`src/rtl/pc_unit.sv`:
```
// Program counter with hardware return-address stack.
// Tracks run / wait / halt; halt and error flags are sticky until reset.
module pc_unit #(
  parameter int              W_PC        = 16,
  parameter int              STACK_DEPTH = 8,
  parameter logic [W_PC-1:0] RESET_PC    = '0
) (
  input  logic                           clk_i,
  input  logic                           rst_ni,
  input  logic                           step_i,
  input  logic [1:0]                     mode_pc_i,
  input  logic                           halt_core_i,
  input  logic                           wfi_core_i,
  input  logic [W_PC-1:0]                rel_off_i,
  input  logic [W_PC-1:0]                sbr_addr_i,
  output logic [W_PC-1:0]                pc_o,
  output logic [$clog2(STACK_DEPTH):0]   depth_o,
  output logic [1:0]                     state_o,
  output logic [1:0]                     err_o
);

  localparam int AW = $clog2(STACK_DEPTH);
  localparam int DW = AW + 1;
  localparam logic [DW-1:0] FULL = DW'(STACK_DEPTH);

  typedef enum logic [1:0] {
    S_RUN  = 2'd0,
    S_WAIT = 2'd1,
    S_HALT = 2'd2
  } state_t;

  typedef enum logic [1:0] {
    M_RET = 2'd0,
    M_INC = 2'd1,
    M_REL = 2'd2,
    M_SBR = 2'd3
  } mode_t;

  state_t          state_q, state_d;
  logic [W_PC-1:0] pc_q, pc_d;
  logic [DW-1:0]   depth_q, depth_d;
  logic [1:0]      err_q, err_d;
  logic            exec;
  logic            push;
  logic            full;
  logic            empty;
  logic [AW-1:0]   wr_idx;
  logic [AW-1:0]   top_idx;
  logic [W_PC-1:0] ret_addr;
  logic [W_PC-1:0] stack_q [STACK_DEPTH];

  assign full     = (depth_q == FULL);
  assign empty    = (depth_q == '0);
  assign wr_idx   = depth_q[AW-1:0];
  assign top_idx  = depth_q[AW-1:0] - AW'(1);
  assign ret_addr = pc_q + W_PC'(1);

  // Next-state: run/wait/halt sequencing, then the PC mode action.
  always_comb begin
    state_d = state_q;
    pc_d    = pc_q;
    depth_d = depth_q;
    err_d   = err_q;
    exec    = 1'b0;
    push    = 1'b0;
    if (step_i) begin
      unique case (state_q)
        S_RUN: begin
          if (halt_core_i)     state_d = S_HALT;
          else if (wfi_core_i) state_d = S_WAIT;
          else                 exec    = 1'b1;
        end
        S_WAIT: begin
          if (halt_core_i) begin
            state_d = S_HALT;
          end else if (!wfi_core_i) begin
            state_d = S_RUN;
            exec    = 1'b1;
          end
        end
        S_HALT: ;
        default: state_d = S_HALT;
      endcase
    end
    if (exec) begin
      unique case (mode_pc_i)
        M_INC: pc_d = pc_q + W_PC'(1);
        M_REL: pc_d = pc_q + rel_off_i;
        M_SBR: begin
          if (full) begin
            err_d[0] = 1'b1;
            state_d  = S_HALT;
          end else begin
            push    = 1'b1;
            pc_d    = sbr_addr_i;
            depth_d = depth_q + DW'(1);
          end
        end
        M_RET: begin
          if (empty) begin
            err_d[1] = 1'b1;
            state_d  = S_HALT;
          end else begin
            pc_d    = stack_q[top_idx];
            depth_d = depth_q - DW'(1);
          end
        end
        default: ;
      endcase
    end
  end

  // Control and PC registers.
  always_ff @(posedge clk_i or negedge rst_ni) begin
    if (!rst_ni) begin
      state_q <= S_RUN;
      pc_q    <= RESET_PC;
      depth_q <= '0;
      err_q   <= '0;
    end else begin
      state_q <= state_d;
      pc_q    <= pc_d;
      depth_q <= depth_d;
      err_q   <= err_d;
    end
  end

  // Return-address storage; contents need no reset.
  always_ff @(posedge clk_i) begin
    if (push) stack_q[wr_idx] <= ret_addr;
  end

  assign pc_o    = pc_q;
  assign depth_o = depth_q;
  assign state_o = state_q;
  assign err_o   = err_q;

endmodule

```
`config.mk`:
```
export PLATFORM = sky130hd
export DESIGN_NAME = pc_unit
export DESIGN_NICKNAME = d
export VERILOG_FILES = /design/src/rtl/pc_unit.sv
export SDC_FILE = /design/constraint.sdc
export NUM_CORES = 1
export LEC_CHECK = 0
export CAP_MARGIN = 20
export CORE_MARGIN = 2
export CORE_UTILIZATION = 50
export DETAILED_ROUTE_END_ITERATION = 8
export HOLD_SLACK_MARGIN = 0.02
export PLACE_DENSITY_LB_ADDON = 0.2
export SYNTH_ARGS = -nofsm -noshare
export SYNTH_HDL_FRONTEND = slang
export SYNTH_SLANG_ARGS = --single-unit
```
`constraint.sdc`:
```
create_clock -name clk_i -period 8.25 [get_ports clk_i]
set_clock_uncertainty 0.15 [all_clocks]
set_input_delay 1.65 -clock clk_i [delete_from_list [all_inputs] [get_ports clk_i]]
set_output_delay 1.65 -clock clk_i [all_outputs]
set_load 0.02 [all_outputs]
```
==> reports/results.txt, run 1 <==
Outcome -> completed
Worst hold path startpoint -> err_o[0]
Tmin final -> 4340 ps
Critical path's slowest cell -> clkdlybuf4s50_1
Reg-to-reg critical path startpoint -> depth_o[0]
Hold endpoint -> err_o[0]
Top-area cell type share of the netlist area -> 51.6%
CTS clk-pin slew, worst paths -> 60 ps
Worst skew pair latency -> 420 ps
Tot GR Track Use -> 22.1%
Power per cell area -> 221 nW/µm²
Die height -> 126 µm
Routability Congestion -> 0.859
Ys Warns -> 0
Post-synth EDFFs -> 128
Worst min-delay path class -> flop to flop
FF-to-FF End -> pc_o[6]
Worst-margin pin slew -> 854 ps
Vias per cell -> 6.11
Layout area overhead -> 18.3%
Fin crit share -> 52.6%
Root Driver -> clkbuf_16
P_leak -> 3.17 nW
Synthesized net count -> 582
Setup repair bufs after CTS -> 0
Final hold vios -> 0
CORE AREA -> 14,500 µm²
Die area -> 15,900 µm²
RSZ-0062 raised after global routing -> false
Critical path buffers and inverters -> 3
DR iter-0 viols -> 424
Share of layout cells above drive strength 1 -> 15.0%
DRT Pass-1 Iters -> 5
Main flop type after synthesis -> edfxtp_1
Worst setup SP type -> input pin
Data arrival, critical path -> 4450 ps
Top cell family by delay on the critical path -> buffers and inverters
Synth area leader -> edfxtp_1
Register bit total from synthesis -> 152
Post-route setup slack -> 3910 ps
Num rows -> 44
Post-Syn Area -> 7450 µm²
Hold Path Stages -> 1
Vias in the first global route -> 4,666
Hold_buf cts -> 0
TritonCTS clock tree -> done
Max-slew violation count -> 0
Most numerous cell in the Yosys netlist -> edfxtp_1
Largest net degree at the start of global routing -> 33
Crit path max fanout -> 25
Worst slew margin -> 42.7%
Place WS -> 3570 ps
Routed WL -> 17.2 mm
Mapped Cells -> 518
Worst IR Drop VDD -> 0.195 mV
R2R setup slack -> 4710 ps
# nets final -> 653
Netlist cell types -> 56
WL/cell -> 21.9 µm
H-tree depth -> 4
Worst path cell trace -> clkdlybuf4s50_1 > inv_1 > ha_1 > mux2i_1 > o21a_1 > buf_4 > nand2_1 > a221o_1 > a31oi_1 > a211oi_1
ANT nets after route -> 0
Synth top area cells -> edfxtp_1 52%, mux4_2 8.2%, dfrtp_1 8.1%, ha_1 3.9%, xnor2_1 2.0%
Total negative slack -> 0 ps
DRC errors left -> 0
Die Wd -> 126 µm
Syn_area_per_cell -> 14.4 µm²
CP max stage delay -> 510 ps
DR vias -> 4,799
Reg2Reg Depth -> 9
Crit. End Element -> flop
Total CTS buffers -> 17
Crit. Startpoint -> mode_pc_i[0]
Async SR Flop Fraction -> 15.8%
Initial Util -> 51.3%
CTS Sinks -> 152
Detail Placement HPWL -> 11.5 mm
Register area share after synthesis -> 59.6%
Data required, critical path -> 8360 ps
Initial antenna violation count -> 0
Max-Cap Viols -> 0
First-pass GRT wire length -> 26.5 mm
Fmax -> 0.230 GHz
GR Overflow Total -> 0
IO Count -> 63
Finish-stage setup viols -> 0
# resized after CTS -> 0
N_diodes -> 0
Kind of critical path -> input pin to flop
Buffers on Ports -> 62
Top post-synthesis cells by count -> 128 x edfxtp_1, 34 x nor2_1, 33 x nand2_1
Final hold slack -> 335 ps
Longest Clk Path Bufs -> 2
==> registers in the layout, indices dropped and copies added, names as in the netlist <==
| register | count |
|---|---|
| depth_o | 4 |
| err_o | 2 |
| pc_o | 16 |
| stack_q | 128 |
| state_o | 2 |
==> layout by cell type, fill, tap and decap left out, types with 6 or more instances in the layout <==
cell type and n:
nand3_1 13, a21oi_1 27, clkdlybuf4s50_1 62, mux2i_1 10
xnor2_1 17, nand2_1 33, dfrtp_1 23, mux2_2 13
o21ai_0 15, xor2_1 11, buf_4 13, ha_1 23
nor2_1 34, o22ai_1 6, mux4_2 27, clkbuf_16 17
inv_1 21, a221oi_1 9, a211oi_1 7, edfxtp_1 128
==> cells by family (layout without fill, tap and decap cells) <==
logic type      after synthesis  after routing  synth area share [%]
fa+ha+maj                    25             25                  4.40
compound gates              103            103                  9.43
buf+inv                      44            127                  2.84
mux                          55             55                  13.2
flops                       152            152                  59.6
simple gates                110            110                  6.97
xor+xnor                     29             29                  3.51
==> area by class of cell <==
| class | instances | area, µm² |
|---|---|---|
| clock buffer | 17 | 425 |
| clock inverter | 14 | 111 |
| fill | 1114 | 5720 |
| inverter | 21 | 78.8 |
| multi-input combinational | 322 | 2810 |
| sequential | 152 | 4450 |
| tap | 184 | 230 |
| timing repair buffer | 75 | 718 |
==> worst reg2reg max path: stages (launching register included) <==
cell,delay (ps)
dfrtp_2,510
buf_4,510
inv_1,260
ha_1,340
buf_4,400
mux4_2,390
mux2_2,300
a221o_1,320
a31oi_1,160
a211oi_1,70
==> worst max-delay path by stage <==
stage	cells past startpoint	endpoint
5_1_grt	10	pc_o[13]
3_3_place_gp	10	pc_o[6]
6_report	10	pc_o[6]
3_5_place_dp	10	pc_o[13]
2_1_floorplan	7	stack_q[1][0]
4_1_cts	10	pc_o[6]
==> per-layer routing <==
| layer | share of wire [%] | global-route usage, % | vias up |
|---|---|---|---|
| met5 | 0 | 0 | - |
| met4 | 1.1 | 5.37 | 0 |
| met3 | 6.2 | 5.10 | 17 |
| met2 | 49 | 35.0 | 183 |
| met1 | 44 | 31.4 | 2435 |
| li1 | - | - | 2164 |
==> metrics by stage <==
step	cell area [µm²]	total power, mW	util, %	std cells
6_report	8820	1.95	60.7	785
5_1_grt	8820	2.02	60.7	785
4_1_cts	8820	1.96	60.7	785
3_5_place_dp	8280	1.26	57.0	754
3_3_place_gp	8280	1.25	57.0	754
2_1_floorplan	7450	1.14	-	518
==> report_power, final <==
part | switching [mW] | internal, mW | total, mW
registers | 0.0236 | 0.856 | 0.880
clock network | 0.299 | 0.408 | 0.706
logic | 0.192 | 0.168 | 0.360
total | 0.514 | 1.43 | 1.95
Power figures use the tool's default switching activity.
==> run 2: changes to the inputs <==
Clock period 8.25 ns to 4.5 ns, I/O delays scaled along.
==> run 2 against run 1 <==
  * Core utilization rose by 0.77 points
  * Non-clock buffer count rose by 6
  * First-iteration DRC count increased by 1.7%
  * Combinational power is 89% higher
  * Via count grew 0.56%
  * Largest power group unchanged
  * Worst setup slack got worse by 2700 ps
  * Highest routed layer unchanged
==> reports/results.txt, run 2 (synthesis gave the netlist of run 1 again) <==
DRC errors left -> 0 (unchanged)
Max-Cap Viols -> 0 (unchanged)
Most frequent cells in the layout -> 128 x edfxtp_1, 62 x clkdlybuf4s50_1, 34 x nor2_1
Total CTS buffers -> 17 (unchanged)
Clock network fraction of total power -> 37.7% (+1.4 points)
Final Instance Area -> 8930 µm² (+1.3%)
Largest register FFs -> 128 (unchanged)
Initial antenna violation count -> 0 (unchanged)
Vias per cell -> 6.09 (-0.33%)
Setup repair bufs after CTS -> 0 (unchanged)
Pwr Total -> 3.67 mW (+88%)
Commonest non-fill, non-tap cell in the layout -> edfxtp_1
Routability Congestion -> 0.903 (+5.1%)
Tmin final -> 3330 ps
Final hold slack -> 326 ps (-9.49 ps)
Share of layout cells above drive strength 1 -> 16.1% (+1.1 points)
RSZ-0062 raised after global routing -> false
Worst skew pair latency -> 420 ps (about the same)
H-tree depth -> 4 (unchanged)
Part of the power in registers -> 43.8% (-1.4 points)
Die Wd -> 126 µm (unchanged)
Buffers on Ports -> 62 (unchanged)
Tot GR Track Use -> 22.9% (+0.84 points)
Power per cell area -> 411 nW/µm² (+86%)
Longest Clk Path Bufs -> 2 (unchanged)
Fmax -> 0.300 GHz
Initial Util -> 51.3% (unchanged)
Top reg by flops -> stack_q
Hold_buf cts -> 0 (unchanged)
Switching Fraction -> 26.2% (-0.26 points)
Top cell family by delay on the critical path -> compound AO/OA/AOI/OAI gates
Critical path's slowest cell -> ha_1
CP most frequent cell -> a221oi_1
Finish-stage setup viols -> 0 (unchanged)
Die area -> 15,900 µm² (unchanged)
Total negative slack -> 0 ps (unchanged)
Combinational fraction of design power -> 18.5% (about the same)
CTS clk-pin slew, worst paths -> 60 ps (about the same)
Detail Placement HPWL -> 11.8 mm (+2.4%)
CTS Sinks -> 152 (unchanged)
Layout area overhead -> 19.8%
IO Count -> 63 (unchanged)
Crit. End Element -> flop
# resized after CTS -> 0 (unchanged)
CORE AREA -> 14,500 µm² (unchanged)
Num rows -> 44 (unchanged)
Critical path buffers and inverters -> 1 (-2)
Fin crit share -> 74.1%
Worst path cell trace -> clkdlybuf4s50_1 > ha_1 > mux2i_1 > o21a_1 > nand2_1 > a221oi_1 > a221oi_1
Data arrival, critical path -> 3500 ps (-950 ps)
Max-slew violation count -> 0 (unchanged)
First-pass GRT wire length -> 27.4 mm (+3.2%)
CP max stage delay -> 680 ps (+170 ps)
Worst IR Drop VDD -> 0.406 mV (+110%)
TritonCTS clock tree -> done
DRT Pass-1 Iters -> 5 (unchanged)
Worst-margin pin slew -> 1050 ps (+197 ps)
P_leak -> 3.24 nW (+2.1%)
GR Overflow Total -> 0 (unchanged)
Worst setup SP type -> input pin
N_diodes -> 0 (unchanged)
Crit path max fanout -> 19 (-24%)
Int Pwr -> 2.71 mW (+89%)
Outcome -> completed
Root Driver -> clkbuf_16
Worst min-delay path class -> flop to flop
Data required, critical path -> 4670 ps (-3690 ps)
Vias in the first global route -> 4,885 (+4.7%)
DR vias -> 4,826 (+0.56%)
Post-DP Area -> 8350 µm² (+0.79%)
Kind of critical path -> input pin to flop
WL/cell -> 22.1 µm (+0.82%)
# nets final -> 659 (+0.92%)
Largest net degree at the start of global routing -> 36 (+9.1%)
Die height -> 126 µm (unchanged)
Final hold vios -> 0 (unchanged)
P_sw -> 0.960 mW (+87%)
Routed WL -> 17.5 mm (+1.7%)
ANT nets after route -> 0 (unchanged)
Worst slew margin -> 29.9% (-13 points)
DR iter-0 viols -> 431 (+1.7%)
run 2: cell count changes in the layout (fill, tap and decap cells not counted), sizes merged:
| cell | change |
|---|---|
| bufinv | +1 |
| inv | +1 |
| buf | +6 |
| clkbuf | +2 |
| clkinvlp | -3 |
run 2: layer usage:
metal | wire (µm) | global-route usage, %
met1 | 7230 | 30.7
met5 | 0 | 0
met3 | 1170 | 5.48
met2 | 8670 | 37.2
met4 | 416 | 7.89
run 2: path summary, 6_finish.rpt:
check | slack [ps] | cells after the start | endpoint | from
worst max-delay path | 1170 | 7 | pc_o[3] | mode_pc_i[0]
worst min register to register | 330 | 1 | err_o[0] | err_o[0]
min in group asynchronous | 630 | 1 | pc_o[14] | rst_ni
worst max register to register | 1200 | 7 | pc_o[3] | depth_o[1]
worst min-delay path | 330 | 1 | err_o[0] | err_o[0]
max in group asynchronous | 3130 | 2 | pc_o[2] | rst_ni
run 2: power by group through the flow:
| stage | registers [mW] | logic, mW | clock network, mW |
|---|---|---|---|
| 2_1_floorplan | 1.64 | 0.444 | 0 |
| 5_1_grt | 1.61 | 0.740 | 1.46 |
| 4_1_cts | 1.61 | 0.687 | 1.41 |
| 3_5_place_dp | 1.63 | 0.681 | 0 |
| 3_3_place_gp | 1.63 | 0.667 | 0 |
| 6_report | 1.61 | 0.680 | 1.38 |
run 2: worst register-to-register path: cells and delay by family, from the launching register on:
kind	cells	cell delay (ps)
adder cells (fa/ha/maj)	1	950
multiplexers	2	610
buffers and inverters	2	530
flip-flops	1	490
AO/OA/AOI/OAI	2	420
run 2: through the flow:
stage | setup WS [ps] | utilization, % | cells
final | 1170 | 61.4 | 792
after global routing | 929 | 61.4 | 792
after CTS | 1140 | 61.4 | 792
after detailed placement | 793 | 57.4 | 760
after global placement | 932 | 57.2 | 759
after floorplan | 918 | - | 518
run 2: area by class of cell:
cell class	instances	area, µm²
Clock buffer	19	433
Clock inverter	13	150
Fill cell	1101	5610
Inverter	21	78.8
Multi-Input combinational cell	322	2810
Sequential cell	152	4450
Tap cell	184	230
Timing Repair Buffer	81	783
